### config.mk
export PLATFORM = sky130hd
export DESIGN_NAME = stencil_access_ctrl
export DESIGN_NICKNAME = d
export VERILOG_FILES = /design/src/rtl/stencil_access_ctrl.sv
export SDC_FILE = /design/constraint.sdc
export NUM_CORES = 1
export LEC_CHECK = 0
export CAP_MARGIN = 20
export CORE_UTILIZATION = 53
export DETAILED_ROUTE_END_ITERATION = 10
export MAX_ROUTING_LAYER = met4
export PLACE_DENSITY = 0.95
export SYNTH_ARGS = -nofsm -noshare
export SYNTH_HDL_FRONTEND = slang
export SYNTH_SLANG_ARGS = --single-unit
export TNS_END_PERCENT = 100
### constraint.sdc
create_clock -name clk -period 5.3 [get_ports clk]
set_clock_uncertainty 0.2 [all_clocks]
set_input_delay 0.795 -clock clk [delete_from_list [all_inputs] [get_ports clk]]
set_output_delay 0.795 -clock clk [all_outputs]
set_load 0.03 [all_outputs]
### src/rtl/stencil_access_ctrl.sv
// Sequences single-bit read / write / test-and-set requests and a bulk clear
// onto a 1-bit synchronous stencil RAM with separate read and write address ports.
module stencil_access_ctrl #(
    parameter int unsigned ADDR_W = 14
) (
    input  logic              clk,
    input  logic              nRst,
    input  logic              req_valid,
    output logic              req_ready,
    input  logic [1:0]        req_op,
    input  logic [ADDR_W-1:0] req_addr,
    input  logic              req_data,
    output logic              rsp_valid,
    output logic              rsp_data,
    input  logic              clear_start,
    input  logic              clear_value,
    output logic              clear_busy,
    output logic [ADDR_W-1:0] ram_addrIn,
    output logic [ADDR_W-1:0] ram_addrOut,
    output logic              ram_dataIn,
    input  logic              ram_dataOut,
    output logic              ram_cs,
    output logic              ram_we
);

    localparam int unsigned CNT_W = ADDR_W + 1;

    localparam logic [1:0] OP_WRITE = 2'b01;
    localparam logic [1:0] OP_TAS   = 2'b10;

    typedef enum logic [2:0] {
        S_IDLE,
        S_WR,
        S_RD,
        S_CAP,
        S_TASW,
        S_CLR
    } state_e;

    state_e            state_q, state_d;
    logic [ADDR_W-1:0] addr_q, addr_d;
    logic              tas_q, tas_d;
    logic              clr_val_q, clr_val_d;
    logic [CNT_W-1:0]  cnt_q, cnt_d;
    logic [CNT_W-1:0]  cnt_inc;
    logic              cs_q, cs_d;
    logic              we_q, we_d;
    logic              din_q, din_d;
    logic              rsp_valid_q, rsp_valid_d;
    logic              rsp_data_q, rsp_data_d;
    logic              busy_q, busy_d;

    // Both RAM address ports carry the one latched address; cs/we decide the access.
    assign ram_addrIn  = addr_q;
    assign ram_addrOut = addr_q;
    assign ram_dataIn  = din_q;
    assign ram_cs      = cs_q;
    assign ram_we      = we_q;
    assign rsp_valid   = rsp_valid_q;
    assign rsp_data    = rsp_data_q;
    assign clear_busy  = busy_q;
    assign req_ready   = nRst && (state_q == S_IDLE);

    always_comb begin
        state_d     = state_q;
        addr_d      = addr_q;
        tas_d       = tas_q;
        clr_val_d   = clr_val_q;
        cnt_d       = cnt_q;
        cs_d        = cs_q;
        we_d        = we_q;
        din_d       = din_q;
        rsp_valid_d = 1'b0;
        rsp_data_d  = rsp_data_q;
        busy_d      = busy_q;
        cnt_inc     = cnt_q + CNT_W'(1);

        case (state_q)
            S_IDLE: begin
                cs_d = 1'b0;
                we_d = 1'b0;
                // A clear request takes priority; a concurrent request stays pending.
                if (clear_start) begin
                    clr_val_d = clear_value;
                    cnt_d     = '0;
                    addr_d    = '0;
                    cs_d      = 1'b1;
                    we_d      = 1'b1;
                    din_d     = clear_value;
                    busy_d    = 1'b1;
                    state_d   = S_CLR;
                end else if (req_valid) begin
                    addr_d = req_addr;
                    tas_d  = (req_op == OP_TAS);
                    cs_d   = 1'b1;
                    if (req_op == OP_WRITE) begin
                        we_d    = 1'b1;
                        din_d   = req_data;
                        state_d = S_WR;
                    end else begin
                        we_d    = 1'b0;
                        state_d = S_RD;
                    end
                end
            end
            S_WR: begin
                cs_d        = 1'b0;
                we_d        = 1'b0;
                rsp_valid_d = 1'b1;
                rsp_data_d  = 1'b0;
                state_d     = S_IDLE;
            end
            S_RD: begin
                cs_d    = 1'b0;
                we_d    = 1'b0;
                state_d = S_CAP;
            end
            S_CAP: begin
                rsp_valid_d = 1'b1;
                rsp_data_d  = ram_dataOut;
                // Test-and-set writes the 1 back before any other request may enter.
                if (tas_q) begin
                    cs_d    = 1'b1;
                    we_d    = 1'b1;
                    din_d   = 1'b1;
                    state_d = S_TASW;
                end else begin
                    state_d = S_IDLE;
                end
            end
            S_TASW: begin
                cs_d    = 1'b0;
                we_d    = 1'b0;
                state_d = S_IDLE;
            end
            S_CLR: begin
                cnt_d = cnt_inc;
                din_d = clr_val_q;
                // Extra counter bit flags that the last address has just been written.
                if (cnt_inc[ADDR_W]) begin
                    cs_d    = 1'b0;
                    we_d    = 1'b0;
                    busy_d  = 1'b0;
                    state_d = S_IDLE;
                end else begin
                    addr_d = cnt_inc[ADDR_W-1:0];
                end
            end
            default: begin
                cs_d    = 1'b0;
                we_d    = 1'b0;
                busy_d  = 1'b0;
                state_d = S_IDLE;
            end
        endcase
    end

    always_ff @(posedge clk or negedge nRst) begin
        if (!nRst) begin
            state_q     <= S_IDLE;
            addr_q      <= '0;
            tas_q       <= 1'b0;
            clr_val_q   <= 1'b0;
            cnt_q       <= '0;
            cs_q        <= 1'b0;
            we_q        <= 1'b0;
            din_q       <= 1'b0;
            rsp_valid_q <= 1'b0;
            rsp_data_q  <= 1'b0;
            busy_q      <= 1'b0;
        end else begin
            state_q     <= state_d;
            addr_q      <= addr_d;
            tas_q       <= tas_d;
            clr_val_q   <= clr_val_d;
            cnt_q       <= cnt_d;
            cs_q        <= cs_d;
            we_q        <= we_d;
            din_q       <= din_d;
            rsp_valid_q <= rsp_valid_d;
            rsp_data_q  <= rsp_data_d;
            busy_q      <= busy_d;
        end
    end

endmodule

Word level (Yosys, flattened, before mapping)
Index checks and enable logic that the tools add are counted.
{"block": "classes", "n_reduce_logical": 15, "n_addsub": 1, "n_eq_ne": 13, "muxes": 29, "bitwise": 2}
{"cell": "14-bit 2-to-1 mux", "n": 3}
{"cell": "15-bit one-hot mux with 2 select lines", "n": 1}
{"cell": "14-bit one-hot mux with 2 select lines", "n": 1}
{"cell": "15-bit by 1-bit adder with 15-bit output (second input constant)", "n": 1}
{"cell": "15-bit 2-to-1 mux", "n": 1}
{"cell": "1-bit 2-to-1 mux", "n": 12}
{"cell": "3-bit 2-to-1 mux", "n": 4}
{"cell": "1-bit one-hot mux with 3 select lines", "n": 4}
{"cell": "3-bit one-hot mux with 4 select lines", "n": 1}
{"cell": "3-bit AND reduction", "n": 3}
{"cell": "2-bit != test (second input constant)", "n": 4}
{"cell": "2-bit AND reduction", "n": 4}
{"cell": "3-bit by 2-bit == test with 1-bit output (second input constant)", "n": 2}
{"cell": "3-bit == test (second input constant)", "n": 2}
{"cell": "4-bit AND reduction", "n": 1}
{"cell": "2-bit nonzero test", "n": 2}
{"cell": "4-bit OR reduction", "n": 1}
{"cell": "3-bit by 1-bit == test with 1-bit output (second input constant)", "n": 1}
{"cell": "3-bit zero test", "n": 1}
{"cell": "3-bit by 2-bit != test with 1-bit output (second input constant)", "n": 1}
{"cell": "3-bit != test (second input constant)", "n": 1}
{"cell": "3-bit nonzero test", "n": 1}
{"cell": "2-bit by 1-bit == test with 1-bit output (second input constant)", "n": 1}
{"cell": "2-bit == test (second input constant)", "n": 1}
{"cell": "other kinds (5)", "n": 6}
{"block": "totals", "regBits": 40, "out_inout_bits": 35}

Logic depth before layout (Yosys ltp)
{"block": "depth", "word_depth": 5, "depth_mapped": 7, "depth_no_buf": 6}

Worst setup path before layout
OpenSTA, ideal clock, no wires.
{"block": "synth_timing", "path_kind": "in2reg", "startpoint": "input port clear_start", "endpoint": "register addr_q[10] (netlist: ram_addrIn[10])", "setup_time_ps": 125, "required_time_ps": 4975, "setup_slack_ps": 2920, "arrival_ps": 2055, "path_stages": 7, "n_path_buf": 2, "cell_sequence": "buf_2 > or2_2 > nand2_1 > a21oi_1 > o211ai_4 > buf_6 > mux2_4"}
{"block": "synth_via", "elab_chain_cells": 2}
{"element": "start: declaration", "line_no": "15", "text": "input logic clear_start,"}
{"element": "3-bit != test (no line) or 14-bit 2-to-1 mux (tied branches)"}
{"element": "3-bit AND reduction (no line) or 14-bit one-hot mux with 2 select lines (tied branches)"}
{"element": "end signal: assignment", "line_no": "173", "text": "addr_q <= addr_d;"}
{"element": "end: declaration", "line_no": "41", "text": "logic [ADDR_W-1:0] addr_q, addr_d;"}
Parallel ways exist; a longest one is shown, timed or not.
A chain may end at the register's enable or synchronous reset.

Worst setup path after layout
{"block": "layout_timing", "startpoint": "input port nRst", "endpoint": "output port req_ready"}
{"block": "layout_via", "elab_chain_cells": 1}
{"element": "start: declaration", "line_no": "7", "text": "input logic nRst,"}
{"element": "1-bit logical AND", "line_no": "62", "text": "assign req_ready = nRst && (state_q == S_IDLE);"}
{"element": "end: declaration", "line_no": "9", "text": "output logic req_ready,"}
Every way passes these cells.

==> reports/results.tsv <==
metric	value	unit
dp.final_hpwl	3.957	mm
yosys_warnings	0	
cts_buffers	5	
slew_viol_final	0	
pin_count	58	
fin_crit_sh	59.67	%
gr-total-overflow	0	
fp.dieH	69.10	µm
syn_inst	250	
grt_pass1_wl	9.315	mm
slew_headroom	41.42	%
rsz0062_at_grt	false	
fp.dieW	69.10	µm
crit_required	4.30	ns
root_buffer	clkbuf_8	
power_switching	0.6320	mW
combPwrFrac	54.1	%
status	finished, final reports clean	
power_frac_clock	14.0	%
ctsHtreeMaxLevel	2	
clkSlewWorstSetupHoldPaths	0.08	ns
synth-seq-cells	40	
hold_viol_final	0	
cp-endpoint	req_ready	
grt_pass1_vias	1928	
drt_first_iter_violations	173	
synth_common_cells	40 x dfrtp_1, 32 x o21ai_0, 26 x nand2_1	
setup_viol	0	
min_period	3.162	ns
avgSynthCellArea	9.544	µm²
cp-end-kind	output port	
place_congestion	0.8573	
crit_fanout	41	
antenna_found_initial	0	
die_area	4774	µm²
post-place-ws	2.017	ns
synth_nets	274	
fmax	316.2	MHz
rows	24	
ir_drop	0.3810	mV
hp-class	flop to flop	
ys_async_sr_fraction	100.0	%
startpoint_type	primary input	
rrSetupSlack	2.61	ns
synth.distinct_cells	44	
reg2reg_from	state_q[1]$_DFFE_PN0P_	
maxCapViolCount	0	
critPathKind	primary input to output port	
drt-pass1-iter-count	4	
ys.flop_type	dfrtp_1	
vias	1983	
post_cts_buffers	0	
yosysMostFrequentCell	dfrtp_1	
wl_per_cell	15.99	µm
ctsHoldBuffers	0	
setup-tns-final	0	ns
yosysSeqAreaShare	41.95	%
drc_errors	0	
timing.final.ws_setup	2.138	ns
post_cts_resize_count	0	
layout.nets	313	
p_int	0.8611	mW
cts_tree	yes	
power_density	505.2	nW/µm²
cp.arrival	2.17	ns
yosys.area.top_type_share	41.95	%
start_util	54.80	%
drive_above_1_share	11.38	%
diodes	0	
viasPerCell	5.798	
grt_max_degree	43	
r2r-end	ram_addrIn[2]$_DFFE_PN0P_	
p_leak	1.256	nW
io_buffers	57	
yosysTopAreaCell	dfrtp_1	
switching_share	42.33	%
syn_area	2386	µm²
ant_nets	0	
grt_util_all_layers	24.85	%
synth-edff-count	0	
synth_area_leaders	dfrtp_1 42%, o21ai_0 6.7%, mux2_4 6.3%	
cp-startpoint	nRst	
reg2reg_depth	4	
p_seq_share	31.9	%
cts_num_sinks	40	
clockBufferDepth	2	
area_growth	23.86	%
tightest_slew	0.8787	ns
clock_latency	0.29	ns
routed_wl	5.470	mm
core_region_area	4354	µm²
-- worst min-delay path by stage --
stage,from,cells past startpoint,to
2_1_floorplan,clr_val_q$_DFFE_PN0P_,1,clr_val_q$_DFFE_PN0P_
3_3_place_gp,clr_val_q$_DFFE_PN0P_,1,clr_val_q$_DFFE_PN0P_
3_5_place_dp,clr_val_q$_DFFE_PN0P_,1,clr_val_q$_DFFE_PN0P_
4_1_cts,clr_val_q$_DFFE_PN0P_,1,clr_val_q$_DFFE_PN0P_
5_1_grt,clr_val_q$_DFFE_PN0P_,1,clr_val_q$_DFFE_PN0P_
6_report,clr_val_q$_DFFE_PN0P_,1,clr_val_q$_DFFE_PN0P_
-- power by group through the flow --
stage	combinational, mW	sequential (mW)	clock, mW
after floorplan	0.486	0.570	0
after global placement	0.783	0.474	0
after detailed placement	0.807	0.481	0
after CTS	0.810	0.476	0.209
after global routing	0.857	0.491	0.222
final	0.808	0.476	0.210
-- cell type report --
type	instances	area (µm²)
repair buffers	59	580.6
fillers	345	1399
multi-input cells	176	1192
flip-flops and latches	40	1001
clock buffers	8	90.09
well taps	52	65.06
inverters	7	26.28
-- per-stage QoR --
stage / power, mW / utilization [%] / cell area, µm² / hold WS [ns] / cells
floorplan: 1.056 / - / 2386 / 0.2792 / 250
global placement: 1.257 / 65.80 / 2865 / 0.2884 / 334
detailed placement: 1.288 / 65.80 / 2865 / 0.2979 / 334
CTS: 1.495 / 67.87 / 2955 / 0.3152 / 342
global route: 1.570 / 67.87 / 2955 / 0.3445 / 342
finish: 1.493 / 67.87 / 2955 / 0.3103 / 342
-- cell usage in the layout, fill, tap and decap left out, types with 3 or more instances in the layout --
cell type,netlist,routed
nand3_1,6,6
dfrtp_1,40,40
and2_1,3,3
nand2_1,26,26
xnor2_1,9,9
clkbuf_8,0,6
a22o_1,4,4
nand3b_1,13,13
o21ai_0,32,32
mux2_2,5,5
mux2_4,10,10
nor2_1,18,18
inv_1,7,7
a2bb2oi_1,4,4
nor4_1,3,3
clkdlybuf4s50_1,0,56
a21oi_1,8,8
o31ai_1,3,3
nor3_1,4,4
-- kinds of logic after synthesis --
| family | count (synthesis) | synth area share (%) |
|---|---|---|
| and+or+nand+nor | 88 | 20.35 |
| AOI/OAI and AO/OA | 60 | 15.99 |
| DFF | 40 | 41.95 |
| buffers and inverters | 34 | 8.076 |
| muxes | 16 | 9.072 |
| xor gates and xnor gates | 11 | 4.038 |
| adders and majority gates | 1 | 0.5243 |
-- routing by layer --
| layer | up-vias | part of all wire, % | GRT usage (%) |
|---|---|---|---|
| li1 | 938 | - | - |
| met1 | 950 | 44 | 31.48 |
| met2 | 77 | 49 | 40.24 |
| met3 | 18 | 5.4 | 4.971 |
| met4 | 0 | 2.2 | 7.710 |
| met5 | - | 0 | - |
-- sequential cells by signal (all words and copies together), names as in the netlist --
| signal | flops |
|---|---|
| clear_busy | 1 |
| clr_val_q | 1 |
| cnt_q | 15 |
| ram_addrIn | 14 |
| ram_cs | 1 |
| ram_dataIn | 1 |
| ram_we | 1 |
| rsp_data | 1 |
| rsp_valid | 1 |
| state_q | 3 |
| tas_q | 1 |
-- worst max-delay path: stages --
cell and delay, ns:
buf_2 0.07, buf_4 0.43, and2_1 0.20, clkdlybuf4s50_1 0.66
Note: power is estimated with default switching activity, not from simulation.
